**src/rtl/layer3_pkg.sv**
```systemverilog
`default_nettype none
// ---------------------------------------------------------------------------
// layer3_pkg : shared constants and state encoding for layer3_argmax
// Rev 1.0
// ---------------------------------------------------------------------------
package layer3_pkg;

  localparam int NUM_IN = 16;
  localparam int WIDTH  = 16;
  localparam int IDX_W  = 4;

  typedef enum logic [1:0] {
    IDLE = 2'd0,
    SCAN = 2'd1,
    DONE = 2'd2
  } state_t;

endpackage
`default_nettype wire

```
**src/rtl/argmax_cmp.sv**
```systemverilog
`default_nettype none
// ---------------------------------------------------------------------------
// argmax_cmp : signed "candidate > best" compare with value/index select
// Rev 1.0
// ---------------------------------------------------------------------------
module argmax_cmp #(
  parameter int WIDTH = 16
) (
  input  logic [WIDTH-1:0]              cand_val,
  input  logic [layer3_pkg::IDX_W-1:0]  cand_idx,
  input  logic [WIDTH-1:0]              best_val,
  input  logic [layer3_pkg::IDX_W-1:0]  best_idx,
  output logic [WIDTH-1:0]              sel_val,
  output logic [layer3_pkg::IDX_W-1:0]  sel_idx
);

  logic gt;

  // Strictly greater keeps the earlier (lower) index on ties.
  assign gt      = $signed(cand_val) > $signed(best_val);
  assign sel_val = gt ? cand_val : best_val;
  assign sel_idx = gt ? cand_idx : best_idx;

endmodule
`default_nettype wire

```
**src/rtl/layer3_argmax.sv**
```systemverilog
`default_nettype none
// ---------------------------------------------------------------------------
// layer3_argmax : sequential argmax over 16 snapshotted signed activations
// Rev 1.0
// ---------------------------------------------------------------------------
module layer3_argmax #(
  parameter int WIDTH  = 16,
  parameter int NUM_IN = 16
) (
  input  logic                             clk,
  input  logic                             reset,
  input  logic [WIDTH-1:0]                 N0x,
  input  logic [WIDTH-1:0]                 N1x,
  input  logic [WIDTH-1:0]                 N2x,
  input  logic [WIDTH-1:0]                 N3x,
  input  logic [WIDTH-1:0]                 N4x,
  input  logic [WIDTH-1:0]                 N5x,
  input  logic [WIDTH-1:0]                 N6x,
  input  logic [WIDTH-1:0]                 N7x,
  input  logic [WIDTH-1:0]                 N8x,
  input  logic [WIDTH-1:0]                 N9x,
  input  logic [WIDTH-1:0]                 N10x,
  input  logic [WIDTH-1:0]                 N11x,
  input  logic [WIDTH-1:0]                 N12x,
  input  logic [WIDTH-1:0]                 N13x,
  input  logic [WIDTH-1:0]                 N14x,
  input  logic [WIDTH-1:0]                 N15x,
  input  logic                             start,
  output logic                             busy,
  output logic                             done,
  output logic [layer3_pkg::IDX_W-1:0]     class_idx,
  output logic [WIDTH-1:0]                 max_val
);

  import layer3_pkg::*;

  localparam logic [IDX_W-1:0] LAST_IDX = IDX_W'(NUM_IN - 1);

  state_t            state;
  logic [WIDTH-1:0]  in_vec [NUM_IN];
  logic [WIDTH-1:0]  snap   [NUM_IN];
  logic [WIDTH-1:0]  best;
  logic [IDX_W-1:0]  best_idx;
  logic [IDX_W-1:0]  cnt;
  logic [WIDTH-1:0]  sel_val;
  logic [IDX_W-1:0]  sel_idx;

  assign in_vec[0]  = N0x;
  assign in_vec[1]  = N1x;
  assign in_vec[2]  = N2x;
  assign in_vec[3]  = N3x;
  assign in_vec[4]  = N4x;
  assign in_vec[5]  = N5x;
  assign in_vec[6]  = N6x;
  assign in_vec[7]  = N7x;
  assign in_vec[8]  = N8x;
  assign in_vec[9]  = N9x;
  assign in_vec[10] = N10x;
  assign in_vec[11] = N11x;
  assign in_vec[12] = N12x;
  assign in_vec[13] = N13x;
  assign in_vec[14] = N14x;
  assign in_vec[15] = N15x;

  argmax_cmp #(
    .WIDTH (WIDTH)
  ) u_cmp (
    .cand_val (snap[cnt]),
    .cand_idx (cnt),
    .best_val (best),
    .best_idx (best_idx),
    .sel_val  (sel_val),
    .sel_idx  (sel_idx)
  );

  always_ff @(posedge clk or negedge reset) begin
    if (!reset) begin
      state     <= IDLE;
      busy      <= 1'b0;
      done      <= 1'b0;
      class_idx <= '0;
      max_val   <= '0;
      cnt       <= '0;
      best      <= '0;
      best_idx  <= '0;
      for (int i = 0; i < NUM_IN; i++) begin
        snap[i] <= '0;
      end
    end else begin
      done <= 1'b0;
      case (state)
        IDLE: begin
          if (start) begin
            for (int i = 0; i < NUM_IN; i++) begin
              snap[i] <= in_vec[i];
            end
            best     <= in_vec[0];
            best_idx <= '0;
            cnt      <= IDX_W'(1);
            state    <= SCAN;
            busy     <= 1'b1;
          end
        end
        SCAN: begin
          best     <= sel_val;
          best_idx <= sel_idx;
          // Leave before incrementing so cnt never wraps past the last node.
          if (cnt == LAST_IDX) begin
            state <= DONE;
          end else begin
            cnt <= cnt + IDX_W'(1);
          end
        end
        DONE: begin
          class_idx <= best_idx;
          max_val   <= best;
          done      <= 1'b1;
          busy      <= 1'b0;
          state     <= IDLE;
        end
        default: begin
          state <= IDLE;
          busy  <= 1'b0;
        end
      endcase
    end
  end

endmodule
`default_nettype wire
```
**config.mk**
```make
export PLATFORM = sky130hd
export DESIGN_NAME = layer3_argmax
export DESIGN_NICKNAME = d
export VERILOG_FILES = /design/src/rtl/layer3_pkg.sv /design/src/rtl/argmax_cmp.sv /design/src/rtl/layer3_argmax.sv
export SDC_FILE = /design/constraint.sdc
export NUM_CORES = 1
export LEC_CHECK = 0
export BUFFER_PORTS_ARGS = -buffer_cell sky130_fd_sc_hd__clkbuf_2
export CORE_ASPECT_RATIO = 1.4
export CORE_MARGIN = 2
export CORE_UTILIZATION = 45
export CTS_BUF_LIST = sky130_fd_sc_hd__clkbuf_4
export DETAILED_ROUTE_END_ITERATION = 10
export GPL_TIMING_DRIVEN = 0
export PLACE_DENSITY_LB_ADDON = 0.3
export SLEW_MARGIN = 25
export SYNTH_ARGS = -nofsm -noshare
export SYNTH_HDL_FRONTEND = slang
export SYNTH_SLANG_ARGS = --single-unit
export TNS_END_PERCENT = 20
```
**constraint.sdc**
```tcl
create_clock -name clk -period 3.4 [get_ports clk]
set_input_delay 0.17 -clock clk [delete_from_list [all_inputs] [get_ports clk]]
set_output_delay 0.17 -clock clk [all_outputs]
set_load 0.02 [all_outputs]
```
==> results of run 1 <==
## Yosys cell counts (4+ instances only)
master	n
nand3_1	4
mux2i_1	68
inv_1	22
buf_6	4
dfrtp_1	304
clkbuf_1	69
mux2_2	32
ha_1	17
a22oi_1	15
a221oi_1	32
nand2_1	815
a21oi_1	5
mux4_2	32
o21ai_0	40
nor2_1	5
buf_2	16
## per-layer routing
metal	vias up	GRT usage, %	part of all wire, %
li1	6250	-	-
met1	6603	36.90	37
met2	689	55.08	51
met3	193	6.074	6.0
met4	0	21.23	6.1
met5	-	0	0
## placed cells by master (no fill, tap or decap), types with 3 or more instances in the layout
cell type      instances
and2_1                 3
dfrtp_1              303
ha_1                   8
ha_4                   9
nand3_1                3
clkbuf_1              62
nor2_1                 5
clkbuf_4             119
a21oi_2                3
mux2_2                20
mux2i_1               32
nand2_2                9
clkinv_1               8
buf_16                 4
o21ai_0               35
buf_1                  3
nand4_1                3
mux2i_2               18
a22oi_2               10
buf_4                 17
o21ai_1                5
mux4_2                32
inv_1                 22
buf_6                 14
buf_8                  7
a22oi_1                5
nand2_1              806
dlygate4sd3_1        257
a221oi_4              21
clkbuf_2             280
mux2i_4               18
mux2_4                13
a221oi_2              10
buf_12                 8
## sequential cells by signal, summed over array words and instances (netlist names)
signal and flops:
best 16, best_idx 4, busy 1, class_idx 4, cnt 4, done 1
max_val 16, snap 256, state 2
## what timing repair did
action	CTS	global route
setup buffers	11	12
setup endpoints to repair	20	20
gates resized for setup	140	102
cloned	2	2
pin swaps	29	31
hold endpoints to repair	576	0
hold buffers	258	0
## per-stage QoR
step           worst slack, ns  utilization (%)
2_1_floorplan          0.04015                -
3_3_place_gp            -4.203            51.69
3_5_place_dp           -0.8029            51.99
4_1_cts                -0.1432            66.26
5_1_grt                -0.2873            68.51
6_report               -0.2231            68.51
## power by group
group | internal, W | switching (W)
clock | 0.00167 | 0.00152
combinational | 0.00503 | 0.00547
sequential | 0.00530 | 0.00115
total | 0.0120 | 0.00814
## critical path: cells and delay by family, from the launching register on
kind | cells | cell delay [ns]
flip-flops | 1 | 0.40
AO/OA/AOI/OAI | 3 | 0.57
multiplexers | 1 | 0.33
adder cells (fa/ha/maj) | 1 | 0.25
buffers and inverters | 4 | 0.62
AND/OR/NAND/NOR | 6 | 1.31
## worst max-delay path by stage
stage / from / end / slack [ns] / cells past startpoint
floorplan: cnt[1] / best[15] / 0.04 / 13
global placement: reset / done / -4.20 / 1
detailed placement: cnt[1] / best[4] / -0.80 / 15
CTS: cnt[0] / best[11] / -0.14 / 13
global route: cnt[0] / best[8] / -0.29 / 14
finish: cnt[1] / best[4] / -0.22 / 15
## area by class of cell
class	count	area (um^2)	share of cell area, %
flip-flops and latches	304	7609	36.16
multi-input cells	1093	6917	32.87
repair buffers	568	4387	20.85
clock buffers	114	855.8	4.067
plain buffers	93	598.1	2.842
well taps	390	488.0	2.319
clock inverters	11	95.09	0.4519
inverters	23	90.09	0.4281
diodes	1	2.502	0.01189
## logic make-up (layout without fill, tap and decap cells)
kind of cell / after synthesis / in the layout / share of synthesized area (%)
compound gates: 101 / 101 / 4.929
xor+xnor: 1 / 1 / 0.06263
fa+ha+maj: 17 / 17 / 1.521
buf+inv: 116 / 809 / 3.498
flops: 304 / 304 / 54.39
mux: 133 / 133 / 12.68
other cells: 0 / 1 / 0
simple gates: 841 / 841 / 22.93
==> impl_metrics.py, run 1 <==
metrics = {
    "drt": {
        "num_vias": 13740,
        "routedWlPerCell_um": 20.20,
        "vias_per_cell": 5.289,
        "wirelength_mm": 52.47,
        "drc": 0,
        "ant_nets": 0,
        "first_iter_violations": 900,
        "dr.pass1.iters": 5,
    },
    "clocking": {
        "path_clk_slew_ns": 0.08,
        "cts_sinks": 304,
        "tritoncts": "yes",
        "cts_inserted_buffers": 78,
        "root_buffer": "clkbuf_4",
        "htree_levels": 3,
        "clk_latency_ns": 0.75,
        "cts_buffer_depth": 3,
    },
    "timing": {
        "worst_slew_pin_slew_ns": 0.8309,
        "whs_ns": 0.05236,
        "rsz0062_at_grt": "yes",
        "maxSlewHeadroom_pct": 44.61,
        "fin_crit_ns": 3.623,
        "worst_slack_ns": -0.2231,
        "fin_skew_ns": 0.03786,
        "period_share_pct": 106.6,
        "fmax_mhz": 276.0,
        "hold_violations": 0,
        "slew_violations": 0,
        "setup_tns_ns": -3.592,
        "setup-violations-final": 20,
    },
    "placed_design": {
        "routabilityCongestion": 0.9217,
        "place_area_um2": 15970,
        "dp.cells": 2186,
        "port_buffers": 280,
        "dp_hpwl_mm": 33.57,
    },
    "power_and_ir_drop": {
        "power.density_nw_per_um2": 956.8,
        "vdd_ir_drop_max_mv": 0.5699,
        "power_w": 0.02013,
        "power_leakage_nw": 10.70,
    },
    "grt": {
        "antenna_found_initial": 1,
        "grt_overflow": 0,
        "grt_pass1_wl_mm": 79.70,
        "grt_max_degree": 91,
        "track_usage_pct": 32.16,
        "grt_pass1_vias": 14780,
    },
    "floorplanning": {
        "fp.dieH_um": 212.6,
        "design.portCount": 281,
        "row_count": 76,
        "fp.dieW_um": 153,
        "die-area_um2": 32530,
        "initial_core_util_pct": 45.54,
        "core_um2": 30710,
    },
    "synth": {
        "yosysUniqueCellTypes": 39,
        "synth_top_area_share_pct": 54.39,
        "synth_edf_count": 0,
        "synth_flop_cell": "dfrtp_1",
        "synth_nets": 1789,
        "yosys_warnings": 0,
        "syn_area_um2": 13990,
        "avgSynthCellArea_um2": 9.245,
        "async_flop_share_pct": 100.0,
        "synth_top_cell_by_area": "dfrtp_1",
        "synth_seq_cells": 304,
        "synth_area_leaders": "dfrtp_1 54%, nand2_1 22%, mux4_2 5.2%",
        "yosysSeqAreaShare_pct": 54.39,
        "syn_inst": 1513,
    },
    "min_path": {
        "holdCritPathClass": "in -> async",
    },
    "layout": {
        "fillCellCount": 2197,
        "fin_cells": 2597,
        "syn_to_final_growth_pct": 50.43,
        "stdcell_area_um2": 21040,
        "drive_gt1_share_pct": 28.56,
        "nets": 2437,
    },
    "critical_path": {
        "rrSetupSlack_ns": -0.22,
        "crit_path_start_kind": "flip-flop",
        "crit_fanout": 8,
        "critPathMaxStageDelay_ns": 0.54,
        "path_class": "reg -> reg",
        "reg2regPathDepth": 15,
        "reg2reg_to": "best[4]",
        "crit_required_ns": 4.01,
        "crit_top_cell": "buf_6",
        "cp-end-kind": "flip-flop",
        "cpMaxStageDelayCell": "or4_4",
        "reg2reg_from": "cnt[1]",
        "crit_arrival_ns": 4.23,
        "worstPathCellList": "buf_6 > and2_1 > buf_6 > buf_12 > a221oi_2 > o21ai_0 > nand2_1 > ha_1 > nand4_1 > or3_4 > a21oi_2 > or4_4 > nand3_4 > buf_6 > mux2_2",
    },
    "run_status": {
        "violations": "setup timing",
        "outcome": "complete, but fails checks",
    },
    "flow_run": {
        "cap_violations": 0,
    },
}
Power figures use the tool's default switching activity.
==> run 2, diff against run 1 <==
Settings changed: RECOVER_POWER set to 25.
==> run 2 against run 1 <==
Against the previous run: the run ends with capacitance limit, slew limit, setup timing left; cell count stayed put; fmax is 0.48% higher; register-to-register slack better by 0.02 ns; wire length hardly changed; sequential power hardly changed; utilization is 0.33 points lower; non-clock buffer count stayed put; via count is 0.28% higher.
==> impl_metrics.py, run 2 (synthesis results as in run 1) <==
metrics = {
    "min_path": {
        "holdCritPathClass": "in -> reg",
        "hold_depth": 6,
    },
    "layout": {
        "mostFrequentLayoutCell": "nand2_1",
        "stdcell_area_um2": 20940,
        "largest_reg_flops": 256,
        "drive_gt1_share_pct": 28.47,
        "top_register": "snap",
        "layout_common_cells": "806 x nand2_1, 303 x dfrtp_1, 283 x clkbuf_2",
        "syn_to_final_growth_pct": 49.71,
        "largestRegisters": "snap: 256 flops, best: 16 flops, max_val: 16 flops",
        "nets": 2437,
    },
    "grt": {
        "grt_overflow": 0,
        "grt_pass1_wl_mm": 79.70,
        "grt_max_degree": 91,
        "track_usage_pct": 32.16,
        "grt_pass1_vias": 14780,
        "antenna_found_initial": 1,
    },
    "placed_design": {
        "dp_hpwl_mm": 33.57,
        "preCtsSetupSlack_ns": -0.8029,
        "routabilityCongestion": 0.9217,
        "port_buffers": 280,
        "place_area_um2": 15970,
    },
    "timing": {
        "setup_tns_ns": -3.293,
        "rsz0062_at_grt": "yes",
        "worst_slack_ns": -0.2059,
        "fin_crit_ns": 3.606,
        "fin_skew_ns": 0.03326,
        "setup-violations-final": 20,
        "maxSlewHeadroom_pct": -62.85,
        "period_share_pct": 106.1,
        "slew_violations": 308,
        "fmax_mhz": 277.3,
        "hold_violations": 0,
        "worst_slew_pin_slew_ns": 2.443,
    },
    "run_status": {
        "outcome": "complete, but fails checks",
        "violations": "capacitance limit, slew limit, setup timing",
    },
    "critical_path": {
        "cp-end-kind": "flip-flop",
        "crit_required_ns": 4.01,
        "worstPathCellList": "buf_6 > and2_1 > buf_6 > buf_6 > a221oi_2 > o21ai_0 > nand2_1 > ha_1 > nand4_1 > or3_4 > a21oi_2 > or4_4 > nand3_4 > buf_6 > mux2_2",
        "crit_family": "simple AND/OR/NAND/NOR gates",
        "reg2regPathDepth": 15,
        "worst-path-buf-inv": 4,
        "critPathMaxStageDelay_ns": 0.54,
        "cpMaxStageDelayCell": "or4_4",
        "crit_top_cell": "buf_6",
        "crit_path_start_kind": "flip-flop",
        "crit_arrival_ns": 4.22,
        "path_class": "reg -> reg",
        "cp.depth": 15,
        "crit_fanout": 10,
    },
    "floorplanning": {
        "core_um2": 30710,
        "fp.dieW_um": 153,
        "fp.dieH_um": 212.6,
        "design.portCount": 281,
        "row_count": 76,
        "die-area_um2": 32530,
        "initial_core_util_pct": 45.54,
    },
    "flow_run": {
        "cap_violations": 4,
    },
    "clocking": {
        "path_clk_slew_ns": 0.07,
        "cts_sinks": 304,
        "htree_levels": 3,
        "root_buffer": "clkbuf_4",
        "cts_inserted_buffers": 78,
        "cts_buffer_depth": 3,
        "clk_latency_ns": 0.75,
        "tritoncts": "yes",
    },
    "drt": {
        "dr.pass1.iters": 7,
        "drc": 0,
        "routedWlPerCell_um": 20.21,
        "ant_nets": 0,
        "wirelength_mm": 52.49,
        "first_iter_violations": 879,
        "num_vias": 13770,
        "vias_per_cell": 5.303,
    },
    "power_and_ir_drop": {
        "power_leakage_nw": 10.65,
        "power.density_nw_per_um2": 960.0,
        "vdd_ir_drop_max_mv": 0.5719,
    },
}
-- run 2: path summary, 6_finish.rpt --
kind / from / end / slack (ns)
worst max-delay path: cnt[1] / best[4] / -0.21
worst min register to register: snap[86] / snap[86] / 0.47
worst min-delay path: start / cnt[2] / 0.12
min in group asynchronous: reset / snap[182] / 0.86
worst max register to register: cnt[1] / best[4] / -0.21
max in group asynchronous: reset / snap[203] / 0.96
-- run 2: area by class of cell --
type	count	area [um^2]
tap	390	488.0
clock buffer	114	855.8
antenna	1	2.502
clock inverter	11	95.09
sequential	304	7609
fill	2209	9774
multi-input combinational	1093	6917
timing repair buffer	568	4285
buffer	93	598.1
inverter	23	90.09
-- run 2: routing by layer --
metal / wire length, um / up-vias / track usage, %
met5: 0 / - / 0
met4: 3271 / 0 / 21.23
met3: 3468 / 200 / 6.074
met2: 26490 / 694 / 55.08
met1: 19260 / 6629 / 36.90
li1: - / 6250 / -
-- run 2: tightest hold or removal path, stage by stage --
cell and delay (ns):
clkbuf_2 0.09, nand2_1 0.20, o21ai_0 0.13, o21ai_0 0.09, nand2_1 0.07, o21ai_0 0.07
-- run 2: power breakdown --
group | leakage [nW] | total, W | internal (W) | switching [W]
clock network | 0.569 | 0.00319 | 0.00167 | 0.00152
registers | 3.80 | 0.00645 | 0.00530 | 0.00114
logic | 6.28 | 0.0105 | 0.00502 | 0.00545
-- run 2: what timing repair did --
item	CTS	global route
hold endpoints to repair	576	0
pin swaps	29	31
buffers inserted	11	12
setup endpoints to repair	20	20
hold buffers	258	0
gates cloned	2	2
gates resized for setup	140	102
-- run 2: per-stage QoR --
step / utilization [%] / instances / hold WS [ns] / power, W
finish: 68.18 / 2597 / 0.1243 / 0.02010
global route: 68.18 / 2597 / 0.1720 / 0.02123
CTS: 66.26 / 2582 / 0.06147 / 0.01867
detailed placement: 51.99 / 2186 / 0.1623 / 0.01366
global placement: 51.69 / 2183 / 0.3631 / 0.01338
floorplan: - / 1513 / -0.1256 / 0.01118
